<file path="config.mk">
export PLATFORM = sky130hd
export DESIGN_NAME = municao_jogador
export DESIGN_NICKNAME = d
export VERILOG_FILES = /design/src/rtl/spaceinv_pkg.sv /design/src/rtl/municao_jogador_pulso_passo.sv /design/src/rtl/municao_jogador.sv
export SDC_FILE = /design/constraint.sdc
export NUM_CORES = 1
export LEC_CHECK = 0
export ABC_AREA = 1
export CAP_MARGIN = 10
export CORE_ASPECT_RATIO = 0.6
export CORE_MARGIN = 10
export CORE_UTILIZATION = 39
export DETAILED_ROUTE_END_ITERATION = 10
export PLACE_DENSITY = 0.7
export SYNTH_ARGS = -nofsm -noshare
export SYNTH_HDL_FRONTEND = slang
export SYNTH_HIERARCHICAL = 1
export SYNTH_SLANG_ARGS = --single-unit
</file>
<file path="constraint.sdc">
create_clock -name clk -period 3.5 [get_ports clk]
set_clock_uncertainty 0.1 [all_clocks]
set_input_delay 0.35 -clock clk [delete_from_list [all_inputs] [get_ports clk]]
set_output_delay 0.35 -clock clk [all_outputs]
set_load 0.01 [all_outputs]
</file>
<file path="src/rtl/spaceinv_pkg.sv">
// Shared definitions for the space-invaders blocks (ship, alien, player missile):
// coordinate width, screen limits, colour constants and the missile FSM states.
package spaceinv_pkg;

    localparam int COORD_W = 11;

    // Playfield vertical limits
    localparam int TOP_Y   = 40;
    localparam int START_Y = 490;

    // 24-bit colours packed as {R, G, B}
    localparam logic [23:0] WHITE  = 24'hFF_FF_FF;
    localparam logic [23:0] YELLOW = 24'hFF_FF_00;
    localparam logic [23:0] BLACK  = 24'h00_00_00;

    // Explosion sprite geometry (square, centred on the hit position)
    localparam int EXP_SIZE  = 6;
    localparam int EXP_STEPS = 8;

    typedef enum logic [1:0] {
        IDLE    = 2'd0,
        FLY     = 2'd1,
        EXPLODE = 2'd2
    } missile_state_t;

endpackage

</file>
<file path="src/rtl/municao_jogador_pulso_passo.sv">
// pulso_passo: free-running modulo-DELAY counter that emits a one-cycle pulse
// on its last count. Shared by the player missile and the alien bullet blocks.
module pulso_passo #(
    parameter int DELAY = 200000
) (
    input  logic clk,
    input  logic reset,
    output logic pulse
);

    localparam int CNT_W = (DELAY > 1) ? $clog2(DELAY) : 1;
    localparam logic [CNT_W-1:0] LAST = CNT_W'(DELAY - 1);

    logic [CNT_W-1:0] cnt_reg;
    logic [CNT_W-1:0] cnt_next;

    // Wrap back to zero after the last count
    always_comb begin
        cnt_next = cnt_reg + 1'b1;
        if (cnt_reg == LAST) begin
            cnt_next = '0;
        end
    end

    // Counter register
    always_ff @(posedge clk or posedge reset) begin
        if (reset) begin
            cnt_reg <= '0;
        end else begin
            cnt_reg <= cnt_next;
        end
    end

    assign pulse = (cnt_reg == LAST);

endmodule

</file>
<file path="src/rtl/municao_jogador.sv">
// municao_jogador: player missile. Launches one missile from the ship nose on a
// rising edge of fire, moves it up SPEED pixels every STEP_DELAY cycles, retires
// it at the top of the playfield or on a hit, and renders its own pixels.
// Optional macro MUNICAO_EXPLOSAO_EN: after a hit, shows a yellow 6x6 block
// centred on the hit position for 8 step pulses before returning to IDLE.
module municao_jogador
    import spaceinv_pkg::*;
#(
    parameter int COORD_W_P  = COORD_W,
    parameter int STEP_DELAY = 200000,
    parameter int SPEED      = 4,
    parameter int START_ROW  = START_Y,
    parameter int TOP_ROW    = TOP_Y,
    parameter int NOSE_OFS   = 10,
    parameter int MIS_W      = 2,
    parameter int MIS_H      = 8
) (
    input  logic                 clk,
    input  logic                 reset,
    input  logic                 fire,
    input  logic [COORD_W_P-1:0] posX_Nave,
    input  logic                 hit,
    input  logic [9:0]           h_counter,
    input  logic [9:0]           v_counter,
    output logic [COORD_W_P-1:0] posX_Municao,
    output logic [COORD_W_P-1:0] posY_Municao,
    output logic                 ativo,
    output logic [7:0]           R,
    output logic [7:0]           G,
    output logic [7:0]           B
);

    localparam logic [COORD_W_P-1:0] NOSE_C    = COORD_W_P'(NOSE_OFS);
    localparam logic [COORD_W_P-1:0] SPAWN_Y   = COORD_W_P'(START_ROW - MIS_H);
    localparam logic [COORD_W_P-1:0] RETIRE_Y  = COORD_W_P'(TOP_ROW + SPEED);
    localparam logic [COORD_W_P-1:0] SPEED_C   = COORD_W_P'(SPEED);
    localparam logic [COORD_W_P-1:0] MIS_W_C   = COORD_W_P'(MIS_W);
    localparam logic [COORD_W_P-1:0] MIS_H_C   = COORD_W_P'(MIS_H);

    missile_state_t state_reg, state_next;

    logic                 fire_d_reg;
    logic                 launch_reg;
    logic [COORD_W_P-1:0] posx_reg, posx_next;
    logic [COORD_W_P-1:0] posy_reg, posy_next;
    logic                 ativo_reg, ativo_next;
    logic [23:0]          rgb_reg, rgb_next;
    logic                 step;

    // Beam position widened to coordinate width for the compares
    logic [COORD_W_P-1:0] h_pos;
    logic [COORD_W_P-1:0] v_pos;
    assign h_pos = COORD_W_P'(h_counter);
    assign v_pos = COORD_W_P'(v_counter);

`ifdef MUNICAO_EXPLOSAO_EN
    localparam logic [COORD_W_P-1:0] EXP_HALF = COORD_W_P'(EXP_SIZE / 2);
    localparam logic [3:0]           EXP_LAST = 4'(EXP_STEPS - 1);

    logic [COORD_W_P-1:0] expx_reg, expx_next;
    logic [COORD_W_P-1:0] expy_reg, expy_next;
    logic [3:0]           exp_cnt_reg, exp_cnt_next;
`endif

    pulso_passo #(
        .DELAY (STEP_DELAY)
    ) u_pulso_passo (
        .clk   (clk),
        .reset (reset),
        .pulse (step)
    );

    // Fire edge detection; the launch request is registered so the FSM acts
    // one cycle after the edge is seen
    always_ff @(posedge clk or posedge reset) begin
        if (reset) begin
            fire_d_reg <= 1'b0;
            launch_reg <= 1'b0;
        end else begin
            fire_d_reg <= fire;
            launch_reg <= fire & ~fire_d_reg;
        end
    end

    // State and missile datapath registers
    always_ff @(posedge clk or posedge reset) begin
        if (reset) begin
            state_reg <= IDLE;
            posx_reg  <= '0;
            posy_reg  <= '0;
            ativo_reg <= 1'b0;
`ifdef MUNICAO_EXPLOSAO_EN
            expx_reg    <= '0;
            expy_reg    <= '0;
            exp_cnt_reg <= '0;
`endif
        end else begin
            state_reg <= state_next;
            posx_reg  <= posx_next;
            posy_reg  <= posy_next;
            ativo_reg <= ativo_next;
`ifdef MUNICAO_EXPLOSAO_EN
            expx_reg    <= expx_next;
            expy_reg    <= expy_next;
            exp_cnt_reg <= exp_cnt_next;
`endif
        end
    end

    // Next-state logic: launch, climb, retire, hit (hit beats a coincident step)
    always_comb begin
        state_next = state_reg;
        posx_next  = posx_reg;
        posy_next  = posy_reg;
        ativo_next = ativo_reg;
`ifdef MUNICAO_EXPLOSAO_EN
        expx_next    = expx_reg;
        expy_next    = expy_reg;
        exp_cnt_next = exp_cnt_reg;
`endif
        case (state_reg)
            IDLE: begin
                if (launch_reg) begin
                    posx_next  = posX_Nave + NOSE_C;
                    posy_next  = SPAWN_Y;
                    ativo_next = 1'b1;
                    state_next = FLY;
                end
            end
            FLY: begin
                if (hit) begin
                    ativo_next = 1'b0;
                    posy_next  = '0;
`ifdef MUNICAO_EXPLOSAO_EN
                    expx_next    = posx_reg;
                    expy_next    = posy_reg;
                    exp_cnt_next = '0;
                    state_next   = EXPLODE;
`else
                    state_next = IDLE;
`endif
                end else if (step) begin
                    // Retiring before the subtraction keeps Y from wrapping
                    if (posy_reg <= RETIRE_Y) begin
                        ativo_next = 1'b0;
                        posy_next  = '0;
                        state_next = IDLE;
                    end else begin
                        posy_next = posy_reg - SPEED_C;
                    end
                end
            end
`ifdef MUNICAO_EXPLOSAO_EN
            EXPLODE: begin
                if (step) begin
                    if (exp_cnt_reg == EXP_LAST) begin
                        exp_cnt_next = '0;
                        state_next   = IDLE;
                    end else begin
                        exp_cnt_next = exp_cnt_reg + 4'd1;
                    end
                end
            end
`endif
            default: begin
                state_next = IDLE;
                ativo_next = 1'b0;
                posy_next  = '0;
            end
        endcase
    end

    // Pixel colour for the current beam position
    always_comb begin
        rgb_next = BLACK;
        if (ativo_reg
            && h_pos >= posx_reg && h_pos < posx_reg + MIS_W_C
            && v_pos >= posy_reg && v_pos < posy_reg + MIS_H_C) begin
            rgb_next = WHITE;
        end
`ifdef MUNICAO_EXPLOSAO_EN
        // Written as h+half >= x to avoid underflow near the left/top edge
        if (state_reg == EXPLODE
            && h_pos + EXP_HALF >= expx_reg && h_pos < expx_reg + EXP_HALF
            && v_pos + EXP_HALF >= expy_reg && v_pos < expy_reg + EXP_HALF) begin
            rgb_next = YELLOW;
        end
`endif
    end

    // Registered pixel output, one cycle behind the beam counters
    always_ff @(posedge clk or posedge reset) begin
        if (reset) begin
            rgb_reg <= BLACK;
        end else begin
            rgb_reg <= rgb_next;
        end
    end

    assign posX_Municao = posx_reg;
    assign posY_Municao = posy_reg;
    assign ativo        = ativo_reg;
    assign R            = rgb_reg[23:16];
    assign G            = rgb_reg[15:8];
    assign B            = rgb_reg[7:0];

endmodule

</file>
==> impl_metrics.csv <==
group,metric,value,unit
place,place.gp.congestion,0.883,
logic_synthesis,synthTopCellsByArea,"dfrtp_1 (30%), ha_1 (15%), nand2_1 (9.8%)",
layout,n_fill_cell,827,
critical_path,crit_path_max_incr_delay,0.43,ns
place,dp_hpwl,7.31,mm
clocking,clk_pin_slew,0.06,ns
clocking,cts_made_buffers,5,
layout,fin_util,0.514,
global_routing,grt_first_pass_wirelength,14.4,mm
route,wl_per_cell,13.7,microns
layout,syn_to_final_growth,25.4,%
global_routing,grt_max_degree,25,
logic_synthesis,ys_seq_area_frac,0.295,
layout,regArea,1050,sq um
clocking,insertion_delay,0.28,ns
clocking,cts_buffer_depth,2,
critical_path,cp.arrival,2.41,ns
critical_path,crit_type,"flop to flop",
place,io_buffers,79,
logic_synthesis,syn_avg_cell_area,7.51,sq um
timing,fin_setup_tns,0,ns
status,status,"completed",
critical_path,critPathMostFrequentCell,"nand2_1",
route,routed_wl,8.85,mm
job,maxCapViolCount,0,
critical_path,r2r-start,"posX_Municao[1]",
timing,slew_viol_final,0,
clocking,post_cts.repair.setup_buffers,0,
floorplanning,coreArea,8690,sq um
layout,largest_reg_flops,18,
timing,rsz0062_at_grt,"no",
logic_synthesis,yosys.area.top_type,"dfrtp_1",
timing,hold_viol,0,
global_routing,grt_overflow,0,
route,first_pass_iters,7,
floorplanning,row_count,26,
route,vias_per_cell,4.87,
critical_path,cp-startpoint,"posX_Municao[1]",
floorplanning,pin_count,82,
logic_synthesis,synth_edf_count,0,
timing,max_freq,427,MHz
floorplanning,die_x,143,microns
critical_path,worst-path-buf-inv,1,
global_routing,grt_use_total,0.128,
logic_synthesis,syn-num-nets,553,
logic_synthesis,yosys.area.top_type_share,0.295,
floorplanning,initial_utilization,0.410,
route,drt_iter0_markers,124,
logic_synthesis,synthArstFlopShare,1.00,
pwr,p_per_area,638,nW/um^2
critical_path,path_depth,14,
worst_hold_path,min_path_type,"flop to flop",
critical_path,crit_path_cell_trace,"inv_1, nor3_2, nand3_1, xor2_1, ha_1, nand2_1, nor2_1, nand2_1, nand2_1, nand2_1, nand2_1, nand2_1, a21oi_1, nor2_1",
clocking,cts_tree,"done",
logic_synthesis,ys_seq_elements,42,
timing,max-slew-margin-rel,0.352,
layout,multi_input_area,2060,sq um
logic_synthesis,synth_warnings,6,
floorplanning,dieArea,13500,sq um
clocking,h-tree-depth,2,
logic_synthesis,syn_area,3560,sq um
clocking,cts-resized-gates,0,
critical_path,cp-end-kind,"flop",
logic_synthesis,ys_types,34,
critical_path,crit_family,"simple AND/OR/NAND/NOR gates",
critical_path,crit_path_end,"rgb_reg[22]",
clocking,cts_root_buf,"clkbuf_16",
logic_synthesis,synth-main-ff-cell,"dfrtp_1",
layout,nets,613,
timing,fin_crit_sh,0.670,
route,ant_nets,0,
critical_path,cp-start-kind,"flop",
logic_synthesis,syn_inst,474,
timing,tightest_slew,0.971,ns
critical_path,cp.required,3.57,ns
clocking,holdBufCountCts,0,
critical_path,rr_worst_depth,14,
route,vias,3148,
critical_path,critPathMaxFanout,5,
clocking,clock-sinks,42,
pwr,power.leakage,2.13,nW
route,drc,0,
critical_path,reg2reg_slack,1.16,ns
pwr,irDropWorstVdd,0.313,mV
timing,fin_crit,2.34,ns
layout,diodes,0,
layout,final_layout_size_suffix_gt1_frac,0.0505,
timing,setup_viol,0,
critical_path,r2r-end,"rgb_reg[22]",
global_routing,antenna_found_initial,0,
critical_path,cpMaxStageDelayCell,"dfrtp_1",
global_routing,grt_pass1_vias,2999,
floorplanning,dieHeight,94.0,microns
cell usage after synthesis, types with 4 or more instances:
library cell / count
xor2_1: 25
o22ai_1: 5
nand2_2: 7
inv_1: 67
nor2_1: 55
nand2_1: 93
o21ai_0: 19
dfrtp_1: 42
nand3_1: 24
nor2_2: 4
nor3_1: 7
buf_4: 25
ha_1: 44
nor2_4: 5
a21oi_1: 19
xnor2_1: 5
final cells by class:
cell class / count / area share
flip-flops and latches: 42 / 0.235
inverters: 67 / 0.0563
well taps: 112 / 0.0314
clock inverters: 1 / 0.00672
repair buffers: 80 / 0.179
multi-input cells: 338 / 0.462
clock buffers: 7 / 0.0297
report_power, final:
part	internal, mW	leakage (nW)	switching [mW]
Sequential	0.599	0.538	0.193
Combinational	0.723	1.51	0.820
Clock	0.337	0.0781	0.177
how the worst min path moves through the flow:
| stage | start | to | slack, ns | cells past startpoint |
|---|---|---|---|---|
| 6_report | fire_d_reg | launch_reg | 0.30 | 1 |
| 5_1_grt | fire_d_reg | launch_reg | 0.33 | 1 |
| 4_1_cts | fire_d_reg | launch_reg | 0.30 | 1 |
| 3_5_place_dp | fire_d_reg | launch_reg | 0.28 | 1 |
| 3_3_place_gp | fire_d_reg | launch_reg | 0.28 | 1 |
| 2_1_floorplan | reset | u_pulso_passo/cnt_reg[0] | 0.19 | 1 |
layer usage:
| layer | GRT usage | share of wire |
|---|---|---|
| met4 | 0.0279 | 0.0035 |
| met2 | 0.184 | 0.39 |
| met5 | 0 | 0 |
| met3 | 0.0364 | 0.087 |
| met1 | 0.185 | 0.52 |
per-stage QoR:
step	cells	total power [mW]	cell area (sq um)	setup WS, ns	hold slack, ns
after global routing	647	3.12	4470	0.884	0.329
final	647	2.85	4470	1.16	0.298
after floorplan	474	1.75	3560	1.44	0.189
after global placement	639	2.30	4300	1.15	0.281
after CTS	647	2.87	4470	1.14	0.299
after detailed placement	639	2.34	4300	1.15	0.280
logic make-up (layout without fill, tap and decap cells):
group	count (synthesis)	count (layout)	synth area share
compound gates	58	58	0.0935
xor+xnor	30	30	0.0738
fa+ha+maj	44	44	0.155
buf+inv	94	155	0.125
flops	42	42	0.295
other cells	1	1	0.00105
simple gates	205	205	0.256
layout by cell type (no fill, tap or decap), types with 2 or more instances in the layout:
cell type,netlist,layout
nor2_2,4,4
o21ai_0,19,19
nand3b_1,3,3
o21ai_1,2,2
nor2_4,5,5
o22ai_1,5,5
o21bai_1,2,2
xor2_1,25,25
nand2_2,7,7
inv_1,67,67
nor2_1,55,55
nand2_1,93,93
a21oi_1,19,19
clkbuf_16,0,5
ha_1,44,44
clkbuf_1,2,2
clkdlybuf4s50_1,0,79
nand4_1,3,3
xnor2_1,5,5
nand3_1,24,24
a21o_1,3,3
nand3_2,2,2
dfrtp_1,42,42
nor3_1,7,7
No activity file was read; power rests on OpenSTA's default activity.
